File: config.mk
export PLATFORM = sky130hd
export DESIGN_NAME = elevator_call_dispatcher_flat
export DESIGN_NICKNAME = d
export VERILOG_FILES = /design/src/rtl/elevator_call_dispatcher_pkg.sv /design/src/rtl/elevator_call_dispatcher_if.sv /design/src/rtl/elevator_call_dispatcher_fifo.sv /design/src/rtl/elevator_call_dispatcher.sv /design/src/flat_wrapper.sv
export SDC_FILE = /design/constraint.sdc
export NUM_CORES = 1
export LEC_CHECK = 0
export CORE_MARGIN = 10
export CORE_UTILIZATION = 31
export DETAILED_ROUTE_END_ITERATION = 6
export PLACE_DENSITY_LB_ADDON = 0.25
export SETUP_SLACK_MARGIN = 0.15
export SYNTH_ARGS = -nofsm -noshare
export SYNTH_HDL_FRONTEND = slang
export SYNTH_SLANG_ARGS = --single-unit
File: constraint.sdc
create_clock -name clk -period 2.75 [get_ports clk]
set_clock_uncertainty 0.1 [all_clocks]
set_input_delay 0.275 -clock clk [delete_from_list [all_inputs] [get_ports clk]]
set_output_delay 0.275 -clock clk [all_outputs]
set_load 0.01 [all_outputs]
File: src/rtl/elevator_call_dispatcher_pkg.sv
// -----------------------------------------------------------------------------
// elevator_pkg
// Shared constants, the dispatch state type and the round-robin car picker
// used by the elevator call dispatcher and its pending-call FIFO.
// No ports (package).
// -----------------------------------------------------------------------------
package elevator_pkg;

    localparam int NUM_CARS  = 4;
    localparam int FLOOR_W   = 8;
    localparam int CAR_IDX_W = 2;

    typedef enum logic {
        IDLE,
        ISSUE
    } dispatch_state_e;

    // Returns the first set bit of i_free, searching from i_last+1 upward
    // modulo NUM_CARS. The caller qualifies the result with |i_free.
    function automatic logic [CAR_IDX_W-1:0] rr_pick(
        input logic [CAR_IDX_W-1:0] i_last,
        input logic [NUM_CARS-1:0]  i_free
    );
        logic [CAR_IDX_W-1:0] w_idx;
        logic [CAR_IDX_W-1:0] w_cand;
        logic                 w_found;
        w_idx   = i_last;
        w_found = 1'b0;
        for (int k = 1; k <= NUM_CARS; k++) begin
            // Index arithmetic wraps naturally because NUM_CARS is 2**CAR_IDX_W.
            w_cand = i_last + CAR_IDX_W'(k);
            if (!w_found && i_free[w_cand]) begin
                w_idx   = w_cand;
                w_found = 1'b1;
            end
        end
        return w_idx;
    endfunction

endpackage

File: src/rtl/elevator_call_dispatcher_if.sv
// -----------------------------------------------------------------------------
// elevator_call_dispatcher_if
// Bundles the hall-call input handshake, the car controller handshake and the
// dispatcher status outputs.
//   master : dispatcher side (drives call_ready, route_*, car_valid, status)
//   slave  : environment side (drives call_valid/call_floor, car_busy/car_ack)
// Signals:
//   call_valid, call_floor[7:0], call_ready   hall-call push handshake
//   car_busy[3:0], car_ack[3:0]               car controller status / accept
//   route_data[7:0], route_sel[1:0]           demux in / select
//   car_valid[3:0]                            one-hot issue strobe
//   dup_drop, timeout_pulse                   1-cycle event pulses
//   pending[$clog2(DEPTH):0]                  FIFO occupancy
// -----------------------------------------------------------------------------
interface elevator_call_dispatcher_if
    import elevator_pkg::*;
#(
    parameter int DEPTH = 4
);
    logic                     call_valid;
    logic [FLOOR_W-1:0]       call_floor;
    logic                     call_ready;
    logic [NUM_CARS-1:0]      car_busy;
    logic [NUM_CARS-1:0]      car_ack;
    logic [FLOOR_W-1:0]       route_data;
    logic [CAR_IDX_W-1:0]     route_sel;
    logic [NUM_CARS-1:0]      car_valid;
    logic                     dup_drop;
    logic                     timeout_pulse;
    logic [$clog2(DEPTH):0]   pending;

    modport master (
        input  call_valid, call_floor, car_busy, car_ack,
        output call_ready, route_data, route_sel, car_valid,
               dup_drop, timeout_pulse, pending
    );

    modport slave (
        output call_valid, call_floor, car_busy, car_ack,
        input  call_ready, route_data, route_sel, car_valid,
               dup_drop, timeout_pulse, pending
    );

endinterface

File: src/rtl/elevator_call_dispatcher_fifo.sv
// -----------------------------------------------------------------------------
// call_fifo
// DEPTH x FLOOR_W pending-call queue with a per-entry valid vector so the
// dispatcher can compare an incoming floor against every queued call.
// Ports:
//   clk, rst_n          clock, async active-low reset
//   i_push, i_data      write i_data at the tail (caller guarantees !o_full)
//   i_pop               drop the head (caller guarantees !o_empty)
//   o_head              floor code at the head
//   o_full, o_empty     occupancy flags
//   o_count             number of stored entries (0..DEPTH)
//   o_entries           raw storage, for the duplicate compare
//   o_entry_valid       bit j set when o_entries[j] holds a queued call
// -----------------------------------------------------------------------------
module call_fifo
    import elevator_pkg::*;
#(
    parameter int DEPTH = 4
) (
    input  logic                     clk,
    input  logic                     rst_n,
    input  logic                     i_push,
    input  logic                     i_pop,
    input  logic [FLOOR_W-1:0]       i_data,
    output logic [FLOOR_W-1:0]       o_head,
    output logic                     o_full,
    output logic                     o_empty,
    output logic [$clog2(DEPTH):0]   o_count,
    output logic [FLOOR_W-1:0]       o_entries [DEPTH],
    output logic [DEPTH-1:0]         o_entry_valid
);
    localparam int PTR_W = $clog2(DEPTH);
    localparam int CNT_W = PTR_W + 1;

    logic [FLOOR_W-1:0] r_mem [DEPTH];
    logic [PTR_W-1:0]   r_wr_ptr;
    logic [PTR_W-1:0]   r_rd_ptr;
    logic [CNT_W-1:0]   r_count;
    logic [DEPTH-1:0]   r_valid;

    // NOTE: the storage array has no reset; r_valid and r_count say which
    // entries mean anything, so resetting the data would only cost flops.
    always_ff @(posedge clk) begin
        if (i_push) begin
            r_mem[r_wr_ptr] <= i_data;
        end
    end

    // NOTE: sequential state uses non-blocking assignments so every flop
    // samples pre-edge values regardless of statement order.
    always_ff @(posedge clk or negedge rst_n) begin
        if (!rst_n) begin
            r_wr_ptr <= '0;
            r_rd_ptr <= '0;
            r_count  <= '0;
            r_valid  <= '0;
        end else begin
            // Pointers wrap modulo DEPTH since DEPTH is a power of two.
            if (i_push) begin
                r_wr_ptr          <= r_wr_ptr + PTR_W'(1);
                r_valid[r_wr_ptr] <= 1'b1;
            end
            if (i_pop) begin
                r_rd_ptr          <= r_rd_ptr + PTR_W'(1);
                r_valid[r_rd_ptr] <= 1'b0;
            end
            case ({i_push, i_pop})
                2'b10:   r_count <= r_count + CNT_W'(1);
                2'b01:   r_count <= r_count - CNT_W'(1);
                default: r_count <= r_count;
            endcase
        end
    end

    assign o_head        = r_mem[r_rd_ptr];
    assign o_full        = (r_count == CNT_W'(DEPTH));
    assign o_empty       = (r_count == '0);
    assign o_count       = r_count;
    assign o_entries     = r_mem;
    assign o_entry_valid = r_valid;

endmodule

File: src/rtl/elevator_call_dispatcher.sv
// -----------------------------------------------------------------------------
// elevator_call_dispatcher
// Buffers hall-call floor codes, drops duplicates of calls already queued or
// in flight, and issues each call to a free car chosen round-robin. The
// issue (route_data/route_sel/one-hot car_valid) is held until the chosen
// car acknowledges; the head entry is popped only on that ack.
// Ports:
//   clk      system clock, rising edge
//   rst_n    asynchronous active-low reset
//   bus      elevator_call_dispatcher_if.master (see interface header)
// Parameters:
//   DEPTH    pending-call FIFO entries (power of 2, >= 2)
//   TIMEOUT  ack wait limit in ISSUE cycles (only with DISPATCH_TIMEOUT_EN)
// Build option:
//   DISPATCH_TIMEOUT_EN  when defined, an unacknowledged issue is abandoned
//                        after TIMEOUT cycles and timeout_pulse fires; when
//                        undefined, ISSUE waits indefinitely and
//                        timeout_pulse is tied low.
// -----------------------------------------------------------------------------
module elevator_call_dispatcher
    import elevator_pkg::*;
#(
    parameter int DEPTH   = 4
`ifdef DISPATCH_TIMEOUT_EN
    ,
    parameter int TIMEOUT = 15
`endif
) (
    input  logic                        clk,
    input  logic                        rst_n,
    elevator_call_dispatcher_if.master  bus
);
    localparam int CNT_W = $clog2(DEPTH) + 1;

    dispatch_state_e       r_state;
    dispatch_state_e       w_state_nxt;

    logic [FLOOR_W-1:0]    r_route_data;
    logic [CAR_IDX_W-1:0]  r_route_sel;
    logic [NUM_CARS-1:0]   r_car_valid;
    logic [CAR_IDX_W-1:0]  r_last_grant;
    logic                  r_dup_drop;

    logic                  w_push;
    logic                  w_pop;
    logic                  w_grant;
    logic                  w_accept;
    logic                  w_dup;
    logic                  w_dup_fifo;
    logic                  w_ack;
    logic [NUM_CARS-1:0]   w_free;
    logic [CAR_IDX_W-1:0]  w_grant_idx;

    logic [FLOOR_W-1:0]    w_head;
    logic                  w_full;
    logic                  w_empty;
    logic [CNT_W-1:0]      w_count;
    logic [FLOOR_W-1:0]    w_entries [DEPTH];
    logic [DEPTH-1:0]      w_entry_valid;

    call_fifo #(
        .DEPTH (DEPTH)
    ) u_call_fifo (
        .clk           (clk),
        .rst_n         (rst_n),
        .i_push        (w_push),
        .i_pop         (w_pop),
        .i_data        (bus.call_floor),
        .o_head        (w_head),
        .o_full        (w_full),
        .o_empty       (w_empty),
        .o_count       (w_count),
        .o_entries     (w_entries),
        .o_entry_valid (w_entry_valid)
    );

    // ---------------------------------------------------------------------
    // Intake: a duplicate is still handshaken (call_ready depends on full
    // only) but is not written, and is flagged one cycle later.
    // ---------------------------------------------------------------------
    // NOTE: every always_comb output gets a default first so no path can
    // leave it unassigned and infer a latch.
    always_comb begin
        w_dup_fifo = 1'b0;
        for (int j = 0; j < DEPTH; j++) begin
            if (w_entry_valid[j] && (w_entries[j] == bus.call_floor)) begin
                w_dup_fifo = 1'b1;
            end
        end
    end

    assign w_accept = bus.call_valid && !w_full;
    assign w_dup    = w_dup_fifo ||
                      ((r_state == ISSUE) && (r_route_data == bus.call_floor));
    assign w_push   = w_accept && !w_dup;

    // ---------------------------------------------------------------------
    // Car selection and ack decode
    // ---------------------------------------------------------------------
    assign w_free      = ~bus.car_busy;
    assign w_grant_idx = rr_pick(r_last_grant, w_free);
    assign w_ack       = bus.car_ack[r_route_sel];

`ifdef DISPATCH_TIMEOUT_EN
    localparam int TO_W = $clog2(TIMEOUT + 1);

    logic [TO_W-1:0] r_to_cnt;
    logic            r_timeout_pulse;
    logic            w_expire;
    logic            w_to_hit;

    // r_to_cnt counts completed un-acked ISSUE cycles, so the cycle in which
    // it equals TIMEOUT-1 is the TIMEOUT-th one; expiry happens at its edge.
    assign w_to_hit = (r_to_cnt == TO_W'(TIMEOUT - 1));

    always_ff @(posedge clk or negedge rst_n) begin
        if (!rst_n) begin
            r_to_cnt        <= '0;
            r_timeout_pulse <= 1'b0;
        end else begin
            if (w_grant) begin
                r_to_cnt <= '0;
            end else if ((r_state == ISSUE) && !w_ack) begin
                r_to_cnt <= r_to_cnt + TO_W'(1);
            end
            r_timeout_pulse <= w_expire;
        end
    end

    assign bus.timeout_pulse = r_timeout_pulse;
`else
    assign bus.timeout_pulse = 1'b0;
`endif

    // ---------------------------------------------------------------------
    // Dispatch FSM: state register + next-state logic
    // ---------------------------------------------------------------------
    always_ff @(posedge clk or negedge rst_n) begin
        if (!rst_n) begin
            r_state <= IDLE;
        end else begin
            r_state <= w_state_nxt;
        end
    end

    always_comb begin
        w_state_nxt = r_state;
        w_grant     = 1'b0;
        w_pop       = 1'b0;
`ifdef DISPATCH_TIMEOUT_EN
        w_expire    = 1'b0;
`endif
        case (r_state)
            IDLE: begin
                if (!w_empty && (|w_free)) begin
                    w_grant     = 1'b1;
                    w_state_nxt = ISSUE;
                end
            end
            ISSUE: begin
                // car_busy is deliberately not looked at here; an ack in the
                // expiry cycle takes priority over the timeout.
                if (w_ack) begin
                    w_pop       = 1'b1;
                    w_state_nxt = IDLE;
                end
`ifdef DISPATCH_TIMEOUT_EN
                else if (w_to_hit) begin
                    w_expire    = 1'b1;
                    w_state_nxt = IDLE;
                end
`endif
            end
            default: w_state_nxt = IDLE;
        endcase
    end

    // ---------------------------------------------------------------------
    // Issue registers. route_data/route_sel keep their value after release;
    // only car_valid marks a live issue.
    // ---------------------------------------------------------------------
    always_ff @(posedge clk or negedge rst_n) begin
        if (!rst_n) begin
            r_route_data <= '0;
            r_route_sel  <= '0;
            r_car_valid  <= '0;
            r_last_grant <= CAR_IDX_W'(NUM_CARS - 1);
            r_dup_drop   <= 1'b0;
        end else begin
            r_dup_drop <= w_accept && w_dup;
            if (w_grant) begin
                r_route_sel  <= w_grant_idx;
                r_route_data <= w_head;
                r_car_valid  <= NUM_CARS'(1) << w_grant_idx;
            end
            if (w_pop) begin
                r_car_valid  <= '0;
                r_last_grant <= r_route_sel;
            end
`ifdef DISPATCH_TIMEOUT_EN
            // Abandoned issue: the head stays queued, but the round-robin
            // pointer advances so the retry prefers the next car.
            if (w_expire) begin
                r_car_valid  <= '0;
                r_last_grant <= r_route_sel;
            end
`endif
        end
    end

    assign bus.call_ready = !w_full;
    assign bus.route_data = r_route_data;
    assign bus.route_sel  = r_route_sel;
    assign bus.car_valid  = r_car_valid;
    assign bus.dup_drop   = r_dup_drop;
    assign bus.pending    = w_count;

endmodule

File: src/flat_wrapper.sv
// flat-port wrapper written by rule: the top's interface ports become plain ports
module elevator_call_dispatcher_flat import elevator_pkg::*;
#(
    parameter int DEPTH   = 4

)
  (clk, rst_n, bus_call_valid, bus_call_floor, bus_car_busy, bus_car_ack, bus_call_ready, bus_route_data, bus_route_sel, bus_car_valid, bus_dup_drop, bus_timeout_pulse, bus_pending);
  elevator_call_dispatcher_if #(.DEPTH(DEPTH)) bus_i ();
  input  logic clk;
  input  logic rst_n;
  input wire logic [$bits(bus_i.call_valid)-1:0] bus_call_valid;
  input wire logic [$bits(bus_i.call_floor)-1:0] bus_call_floor;
  input wire logic [$bits(bus_i.car_busy)-1:0] bus_car_busy;
  input wire logic [$bits(bus_i.car_ack)-1:0] bus_car_ack;
  output wire logic [$bits(bus_i.call_ready)-1:0] bus_call_ready;
  output wire logic [$bits(bus_i.route_data)-1:0] bus_route_data;
  output wire logic [$bits(bus_i.route_sel)-1:0] bus_route_sel;
  output wire logic [$bits(bus_i.car_valid)-1:0] bus_car_valid;
  output wire logic [$bits(bus_i.dup_drop)-1:0] bus_dup_drop;
  output wire logic [$bits(bus_i.timeout_pulse)-1:0] bus_timeout_pulse;
  output wire logic [$bits(bus_i.pending)-1:0] bus_pending;
  assign bus_i.call_valid = bus_call_valid;
  assign bus_i.call_floor = bus_call_floor;
  assign bus_i.car_busy = bus_car_busy;
  assign bus_i.car_ack = bus_car_ack;
  assign bus_call_ready = bus_i.call_ready;
  assign bus_route_data = bus_i.route_data;
  assign bus_route_sel = bus_i.route_sel;
  assign bus_car_valid = bus_i.car_valid;
  assign bus_dup_drop = bus_i.dup_drop;
  assign bus_timeout_pulse = bus_i.timeout_pulse;
  assign bus_pending = bus_i.pending;
  elevator_call_dispatcher #(.DEPTH(DEPTH)) u_core (.clk(clk), .rst_n(rst_n), .bus(bus_i));
endmodule
==> results of run 1 <==
## cells by family (layout without fill, tap and decap cells)
logic type               after synthesis  in the layout  synth area share [%]
AO/OA/AOI/OAI                         20             20                  6.09
XOR/XNOR                              45             45                  12.6
adder cells (fa/ha/maj)               10             10                  4.25
buffers and inverters                 29             99                  5.25
flip-flops                            61             61                  54.1
multiplexers                          19             19                  10.1
other                                  1              1                 0.120
AND/OR/NAND/NOR                       49             49                  7.49
## power by group
part / total [uW] / switching (uW) / leakage, uW / internal [uW]
logic: 1680 / 753 / 0.000862 / 924
clock network: 982 / 375 / 0.000116 / 606
registers: 1620 / 335 / 0.000646 / 1290
total: 4280 / 1460 / 0.00162 / 2820
## flip-flops by register name, summed over array words and instances, names as in the netlist
register	cells
u_core.bus.dup_drop	1
u_core.bus.car_valid	4
u_core.u_call_fifo.o_count	3
u_core.u_call_fifo.r_rd_ptr	2
u_core.r_last_grant	2
u_core.bus.route_sel	2
u_core.u_call_fifo.o_entry_valid	4
u_core.u_call_fifo.r_wr_ptr	2
u_core.bus.route_data	8
u_core.u_call_fifo.o_entries	32
u_core.r_state	1
## worst max-delay path: cells and delay by family, from the launching register on
family | cells | cell delay (ps)
AOI/OAI and AO/OA | 1 | 310
xor gates and xnor gates | 1 | 170
adders and majority gates | 2 | 550
DFF | 1 | 430
muxes | 1 | 270
and+or+nand+nor | 3 | 700
## cells in the final DEF, fill, tap and decap left out, drive strengths merged, types with 2 or more instances in the layout
cell type / n
nor3: 3
clkdlybuf4s50: 32
ha: 9
bufinv: 3
clkbuf: 9
mux4: 9
xnor2: 17
xor2: 28
mux2: 10
nand4: 5
buf: 31
edfxtp: 32
dlygate4sd2: 4
nor4: 5
nor2b: 2
nand3: 3
o311ai: 2
a32o: 2
clkinvlp: 2
o21ai: 4
a221oi: 4
a22oi: 2
dfrtp: 27
a21oi: 2
nand2: 11
dfstp: 2
inv: 16
nor2: 17
## routing by layer
layer  vias up  GRT usage (%)  share of wire (%)
met5         -              0                  0
met4         0           4.07                1.4
met3         7           3.44                4.8
met2        45           17.0                 48
met1       988           12.9                 45
li1        946              -                  -
## layout make-up
type,count,area [um2]
clock buffers,9,124
clock inverters,7,123
fillers,938,5660
inverters,15,56.3
multi-input cells,144,1340
flip-flops and latches,61,1690
well taps,133,166
repair buffers,68,616
## worst min-delay path by stage
stage,slack (ps),to
4_1_cts,240,u_core.bus.route_data[5]
2_1_floorplan,-120,u_core.bus.car_valid[0]
6_report,240,u_core.bus.route_data[5]
3_3_place_gp,370,u_core.r_last_grant[1]
5_1_grt,270,u_core.bus.route_data[5]
3_5_place_dp,380,u_core.r_last_grant[1]
## what timing repair did
action,in CTS,in global routing
pin swaps,4,6
endpoints found under the setup margin,2,2
setup buffers,2,6
resized for setup,13,6
## per-stage QoR
step	util, %	hold WS [ps]	cells
after detailed placement	38.1	376	413
after global routing	42.1	268	437
after CTS	41.3	239	431
after global placement	38.1	372	413
after floorplan	-	-121	234
final	42.1	236	437
## synth_stat cells (2+ instances only)
cell	n	area (um2)
nand2_1	11	41.3
o21ai_0	4	20.0
a32o_1	2	20.0
nor3_1	3	15.0
mux4_2	9	203
dfrtp_1	27	676
ha_1	9	113
a21oi_1	2	10.0
xor2_1	28	245
a22oi_1	2	15.0
nand4_1	5	31.3
nand3_1	3	15.0
nor2b_1	2	12.5
xnor2_1	17	149
inv_1	15	56.3
edfxtp_1	32	961
nor4_1	5	31.3
a221oi_2	4	60.1
mux2_2	10	113
clkbuf_1	3	11.3
nor2_1	17	63.8
o311ai_2	2	32.5
buf_4	8	60.1
dfstp_2	2	52.6
==> flow_summary.json, run 1 <==
{
  "status": "finished, final reports clean",
  "syn_inst": 234,
  "cts_hold_buf": 0,
  "grt-ovfl-total": 0,
  "ys_async_sr_fraction_pct": 47.5,
  "grt_max_degree": 30,
  "grt_first_pass_wirelength_um": 11900,
  "drt_wl_total_um": 7370,
  "tritoncts": "yes",
  "tns_ps": 0,
  "dieWidth_um": 120,
  "dpl_cell_area_mm2": 0.00372,
  "cp_data_required_time_ps": 2870,
  "crit_path_max_fanout": 2,
  "crit_chain": "xor2_2 > nor4_2 > nand4_1 > o311ai_2 > or3_4 > ha_4 > fa_1 > mux2_2",
  "min_period_ps": 2650,
  "clock.fmax_mhz": 377,
  "ys_types": 36,
  "cp_slowest_cell": "edfxtp_1",
  "fp-row-count": 36,
  "rr_startpoint": "u_core.u_call_fifo.o_entries[29]",
  "crit_path_start_kind": "flop",
  "htree_levels": 3,
  "antenna_found_initial": 0,
  "tightestPinTransition_ps": 843,
  "drcViolationCount": 0,
  "detail-route-antenna-nets": 0,
  "ys_seq_area_share_pct": 54.1,
  "grt_pass1_vias": 2153,
  "clock_sinks": 61,
  "maxSlewHeadroom_pct": 43.7,
  "cap_violations": 0,
  "cts_max_path_buffers": 2,
  "clockRootBuffer": "clkbuf_8",
  "crit_path_end_kind": "flop",
  "ys_seq_elements": 61,
  "post-route-period-util_pct": 96.4,
  "synth_nets": 263,
  "critical_path.startpoint": "u_core.u_call_fifo.o_entries[29]",
  "critical-path-max-stage-delay_ps": 430,
  "setup_viol": 0,
  "fp.coreArea_mm2": 0.00977,
  "r2r_end": "u_core.u_call_fifo.o_count[1]",
  "crit_type": "flop to flop",
  "hpwl_um": 5490,
  "dieArea_mm2": 0.0145,
  "via_per_inst": 4.54,
  "first_iter_violations": 74,
  "numCtsBuffers": 9,
  "port-buffer-count": 37,
  "ios": 39,
  "stdcell_area_mm2": 0.00412,
  "synth.avg_cell_area_um2": 13.3,
  "ff2ff_path_depth": 8,
  "vias": 1986,
  "initial_core_util_pct": 32.0,
  "drive_gt1_share_pct": 27.6,
  "rsz0062_at_grt": "true",
  "final.setup.worst_slack_ps": 98.0,
  "path_clk_slew_ps": 80,
  "r2r_slack_ps": 100,
  "peakVddDrop_uv": 303,
  "track_usage_pct": 10.6,
  "p_leak_uw": 0.00162,
  "synth-warning-count": 0,
  "ys.flop_type": "edfxtp_1",
  "setup.worst_path.end": "u_core.u_call_fifo.o_count[1]",
  "syn_to_final_growth_pct": 31.8,
  "hold_class": "input pin to asynchronous set/reset pin",
  "finalHoldViolations": 0,
  "synth_edf_count": 32,
  "nNetsFinal": 328,
  "final_max_slew_viol_count": 0,
  "die_h_um": 120,
  "antenna_cells": 0,
  "gp_congestion": 0.825,
  "finalPower_uw": 4280,
  "synth_area_mm2": 0.00312,
  "avgRoutedWirePerCell_um": 16.9,
  "insertion_delay_ps": 340,
  "p_per_area_mw_per_mm2": 1040,
  "post-place-ws_ps": -413,
  "drt-pass1-iter-count": 4,
  "arrival_ps": 2770
}
No activity file was read; power rests on OpenSTA's default activity.
==> inputs of run 2 (changes only) <==
- PLACE_DENSITY: not set -> 0.5
- PLACE_DENSITY_LB_ADDON: 0.25 -> not set
==> run 2 against run 1 <==
  * Register-to-register slack better by 60 ps
  * Utilization down 0.29 points
  * Routed wire length up 0.75%
  * Clock power down 17%
  * Sequential power about the same
  * Highest routed layer unchanged
  * Fmax up 1.8%
  * Largest power group unchanged
  * Power down 3.9%
==> flow_summary.json, run 2 (synthesis gave the netlist of run 1 again) <==
{
  "finalNonFillerCells": 434,
  "dp_cells": 412,
  "tns_ps": 0,
  "cp_data_required_time_ps": 2910,
  "antenna_found_initial": 0,
  "port-buffer-count": 37,
  "syn_to_final_growth_pct": 30.8,
  "crit_type": "input pin to flop",
  "crit_chain": "clkdlybuf4s50_1 > buf_4 > xnor2_1 > nand4_1 > nor4_1 > a41o_1 > or3_4 > ha_2 > fa_1 > xnor2_1 > nor2_1 > xor2_1",
  "register_area_mm2": 0.00169,
  "min_period_ps": 2610,
  "p_leak_uw": 0.00159,
  "nNetsFinal": 325,
  "fp-row-count": 36,
  "post-route-period-util_pct": 94.7,
  "dpl_cell_area_mm2": 0.00373,
  "vias": 2010,
  "rr_startpoint": "u_core.u_call_fifo.o_entries[26]",
  "clock.fmax_mhz": 384,
  "htree_levels": 3,
  "grt_pass1_vias": 2122,
  "largest_reg_flops": 32,
  "hold_class": "input pin to asynchronous set/reset pin",
  "status": "finished, final reports clean",
  "grt_first_pass_wirelength_um": 12100,
  "first_iter_violations": 98,
  "finalHoldViolations": 0,
  "stdcell_area_mm2": 0.00409,
  "critical-path-max-stage-delay_ps": 440,
  "r2r_slack_ps": 160,
  "path_buf_inv": 2,
  "rsz0062_at_grt": "true",
  "multi_input_area_mm2": 0.00137,
  "ff2ff_path_depth": 8,
  "peakVddDrop_uv": 390,
  "crit_top_cell": "xnor2_1",
  "cap_violations": 0,
  "maxSlewHeadroom_pct": 60.8,
  "crit_path_end_kind": "flop",
  "drcViolationCount": 0,
  "avgRoutedWirePerCell_um": 17.1,
  "gp_congestion": 0.819,
  "cp_slowest_cell": "clkdlybuf4s50_1",
  "antenna_cells": 0,
  "tritoncts": "yes",
  "via_per_inst": 4.63,
  "drive_gt1_share_pct": 28.9,
  "dieWidth_um": 120,
  "grt_max_degree": 30,
  "grt-ovfl-total": 0,
  "crit_path_max_fanout": 3,
  "path_clk_slew_ps": 70,
  "fp.coreArea_mm2": 0.00977,
  "clock_sinks": 61,
  "fill_cells": 922,
  "detail-route-antenna-nets": 0,
  "die_h_um": 120,
  "crit_path_start_kind": "input pin",
  "tightestPinTransition_ps": 589,
  "final_max_slew_viol_count": 0,
  "ios": 39,
  "drt_wl_total_um": 7430,
  "track_usage_pct": 10.8,
  "r2r_end": "u_core.u_call_fifo.o_count[1]",
  "initial_core_util_pct": 32.0,
  "setup_viol": 0,
  "drt-pass1-iter-count": 4,
  "numCtsBuffers": 9,
  "p_per_area_mw_per_mm2": 1010,
  "final_cell_mix": "clkdlybuf4s50_1 (32), edfxtp_1 (32), dfrtp_1 (27), buf_4 (22), xor2_1 (19)",
  "arrival_ps": 2760,
  "clockRootBuffer": "clkbuf_8",
  "crit_family": "simple AND/OR/NAND/NOR gates",
  "cts_max_path_buffers": 2,
  "hpwl_um": 5510,
  "dieArea_mm2": 0.0145,
  "insertion_delay_ps": 330
}
[run 2: cell types whose count changed in the layout (fill, tap and decap cells not counted), moves of 2 or more]
cell        delta
bufinv_16      -2
xor2_2         +2
clkinvlp_4     -2
nor2_2         +3
clkbuf_1       +2
nor2_1         -4
xor2_1         -2
nor4_2         +2
nor4_1         -2
buf_4          -5
clkinv_2       +3
[run 2: layout make-up]
class / instances / share of cell area [%]
clock inverters: 4 / 1.10
repair buffers: 65 / 14.7
flip-flops and latches: 61 / 41.3
well taps: 133 / 4.07
inverters: 15 / 1.38
clock buffers: 12 / 3.83
multi-input cells: 144 / 33.6
[run 2: metrics by stage]
| stage | worst slack (ps) | hold slack (ps) | total power, uW | util (%) |
|---|---|---|---|---|
| 6_report | 145 | 241 | 4120 | 41.8 |
| 3_5_place_dp | -448 | 379 | 3290 | 38.2 |
| 4_1_cts | 134 | 238 | 4170 | 41.2 |
| 2_1_floorplan | 159 | -121 | 2590 | - |
| 3_3_place_gp | -451 | 372 | 3270 | 38.2 |
| 5_1_grt | -3.73 | 283 | 4410 | 41.8 |
[run 2: what timing repair did]
action,in CTS,in global routing
hold buffers,0,0
endpoints found under the setup margin,26,34
gates resized for setup,19,8
pin swaps,5,3
buffers inserted,3,2
cloned,1,0
hold endpoints to repair,0,0
[run 2: worst register-to-register path, stage by stage, from the launching register on]
cell and delay [ps]:
edfxtp_1 420, xor2_1 190, nor4_2 290, nand4_1 150, o311ai_2 290, or3_4 200
ha_2 180, fa_1 400, mux2_2 260
[run 2: power breakdown]
group	leakage, uW	internal, uW	switching, uW
Clock	0.000105	470	343
Sequential	0.000646	1290	342
Combinational	0.000843	914	760
Total	0.00159	2670	1440
[run 2: worst max path at each step]
stage,startpoint,to,slack (ps),depth (start not counted)
finish,bus_call_floor[4],u_core.u_call_fifo.o_count[2],140,12
CTS,bus_call_floor[3],u_core.u_call_fifo.o_count[2],130,12
global placement,bus_call_floor[2],u_core.u_call_fifo.o_entries[9],-450,8
global route,bus_call_floor[4],u_core.u_call_fifo.o_count[2],-4,12
detailed placement,bus_call_floor[2],u_core.u_call_fifo.o_entries[9],-450,8
floorplan,bus_call_floor[6],u_core.u_call_fifo.o_count[1],160,10
[run 2: metal layers]
metal	up-vias	track usage (%)	wire length, um	part of all wire (%)
li1	938	-	-	-
met1	1023	13.4	3370	45
met2	43	17.4	3560	48
met3	6	3.86	413	5.6
met4	0	2.71	81	1.1
met5	-	0	0	0
==> RTL change (flow settings as in run 2) <==
The package constant `NUM_CARS` goes from 4 to 6.
--- a/src/rtl/elevator_call_dispatcher_pkg.sv
+++ b/src/rtl/elevator_call_dispatcher_pkg.sv
@@ -6,7 +6,7 @@
 // -----------------------------------------------------------------------------
 package elevator_pkg;
 
-    localparam int NUM_CARS  = 4;
+    localparam int NUM_CARS  = 6;
     localparam int FLOOR_W   = 8;
     localparam int CAR_IDX_W = 2;
 
Interface: changed (resized bus_car_ack, bus_car_busy and bus_car_valid); port bits go from 39 to 45. The function was not compared with the original's and may differ.
==> RTL change against run 2 <==
First-iteration DRC count down 11%. Routed wire length up 4.1%. Hold slack worse by 8.2 ps. Final area down 0.28%. Sequential cell count unchanged. Power down 2.4%. Worst setup slack better by 24 ps. Area after synthesis up 0.40%. Critical endpoint unchanged. Largest cell class unchanged.
==> RTL change: results (changes against run 2) <==
Status
  – Status: completed

GRT
  – Initial antenna violation count: 0 (unchanged)
  – Largest net degree at the start of global routing: 30 (unchanged)
  – Overall Global Routing Usage: 0.110 (+0.00232)
  – First-pass GRT wire length: 12300 µm (+1.6%)
  – Vias in the first global route: 2205 (+3.9%)

Drt
  – Initial DRC Count: 87 (-11%)
  – DRT Pass-1 Iters: 4 (unchanged)
  – DR WL/cell: 16.8 µm (-1.8%)
  – Via count: 2102 (+4.6%)

Layout
  – Antenna fix cells: 0 (unchanged)
  – Max FFs per register: 32 (unchanged)
  – Share of cells above drive strength 1: 0.229 (-0.0597)
  – NumNets Final: 355 (+9.2%)

Clock network
  – CTS Root Buffer Type: clkbuf_8
  – Latest clock arrival within the worst-skew pair: 340 ps
  – Num CTS Buffers: 9 (unchanged)
  – H-tree levels: 3 (unchanged)
  – Clock buffer depth: 2 (unchanged)
  – CTS clock-pin slew for the worst setup and hold paths: 70 ps (about the same)

Yosys
  – Top post-synthesis cells by count: nand2_1, edfxtp_1, xor2_1
  – Post-synth EDFFs: 32 (unchanged)
  – Synth Warn #: 0 (unchanged)
  – Synth top area cells: edfxtp_1, dfrtp_1, xor2_1
  – Asr flop ratio synth: 0.475 (unchanged)
  – Post-synthesis sequential area ratio: 0.538 (-0.00256)
  – Synth cell types: 37 (+2.8%)
  – Ys flop type: edfxtp_1

Power and ir drop
  – Psw: 1.50 mW (+3.9%)
  – Leak Pwr: 1.66 nW (+4.4%)
  – Power Sequential: 1.62 mW
  – Worst VDD drop: 0.453 mV (+16%)
  – PD cells: 986 mW/mm² (-2.1%)
  – Clock power frac: 0.173 (-0.024)

Setup path
  – Slowest CP cell: clkdlybuf4s50_1
  – Crit-path max FO: 7 (+4)
  – CP max stage delay: 470 ps (+30 ps)
  – CP arrival: 2740 ps (-20 ps)
  – Crit-path leading delay family: simple AND/OR/NAND/NOR gates

Place
  – Detailed-placement wirelength estimate: 5610 µm (+1.7%)
  – Port bufs: 39 (+5.4%)
  – Placer Congestion: 0.792 (-3.3%)

Hold path
  – Hold crit path type: input pin to async pin

STA
  – Slew headroom: 0.534 (-0.0740)
[RTL change: cell types whose count changed after synthesis, moves of 2 or more]
cell             run 2  this run
nor3_1               3         5
o311ai_2             2         0
buf_4                8        10
nand2_1             11        36
mux2_2              10         2
xor2_1              28        30
xnor2_1             17        15
[RTL change: per-stage QoR]
stage	hold slack (ps)	cell area (µm²)	std cells	TNS [ps]	setup WS [ps]
after detailed placement	384	3750	438	-1140	-318
after CTS	231	4040	458	0	166
after global placement	378	3750	438	-1690	-281
final	233	4080	460	0	169
after global routing	250	4080	460	0	115
after floorplan	-121	3140	260	0	231
[RTL change: what timing repair did]
item / in CTS / in global routing
gates resized for setup: 21 / 4
endpoints found under the setup margin: 2 / 2
setup buffers: 3 / 2
gates cloned: 1 / 0
pin swaps: 1 / 3
[RTL change: path summary, 6_finish.rpt]
kind,end,from,cells after the start,slack [ps]
worst max-delay path,u_core.u_call_fifo.o_count[2]$_DFFE_PN0P_,bus_call_floor[3],12,170
worst min-delay path,u_core.bus.route_sel[0]$_DFFE_PN0P_,rst_n,2,230
worst max register to register,u_core.u_call_fifo.o_count[2]$_DFFE_PN0P_,u_core.u_call_fifo.o_entries[17]$_DFFE_PP_,10,250
worst min register to register,u_core.r_last_grant[0]$_DFFE_PN1P_,u_core.r_last_grant[0]$_DFFE_PN1P_,2,390
max in group asynchronous,u_core.r_last_grant[0]$_DFFE_PN1P_,rst_n,2,1990
min in group clk,u_core.u_call_fifo.o_entries[12]$_DFFE_PP_,bus_call_floor[4],1,280
[RTL change: cell families after synthesis]
| logic type | synth area share |
|---|---|
| XOR/XNOR | 0.126 |
| AND/OR/NAND/NOR | 0.111 |
| other | 0.00120 |
| AO/OA/AOI/OAI | 0.0543 |
| buffers and inverters | 0.0559 |
| flip-flops | 0.538 |
| adder cells (fa/ha/maj) | 0.0423 |
| multiplexers | 0.0718 |
[RTL change: worst register-to-register path: cells and delay by family, from the launching register on]
| kind | cells | cell delay (ps) |
|---|---|---|
| and+or+nand+nor | 4 | 660 |
| adders and majority gates | 2 | 560 |
| xor gates and xnor gates | 3 | 460 |
| DFF | 1 | 410 |
| AOI/OAI and AO/OA | 1 | 220 |
[RTL change: cell type report]
class	instances	area, µm²
Timing Repair Buffer	68	622
Multi-Input combinational cell	167	1380
Sequential cell	61	1690
Inverter	15	56.3
Clock inverter	5	26.3
Fill cell	966	5740
Tap cell	133	166
Clock buffer	11	141
[RTL change: metal layers]
| layer | routed length, µm | track usage | share of wire | up-vias |
|---|---|---|---|---|
| met5 | 0 | 0 | 0 | - |
| met4 | 91 | 0.0392 | 0.012 | 0 |
| li1 | - | - | - | 1001 |
| met2 | 3710 | 0.177 | 0.48 | 64 |
| met1 | 3460 | 0.134 | 0.45 | 1028 |
| met3 | 469 | 0.0368 | 0.061 | 9 |
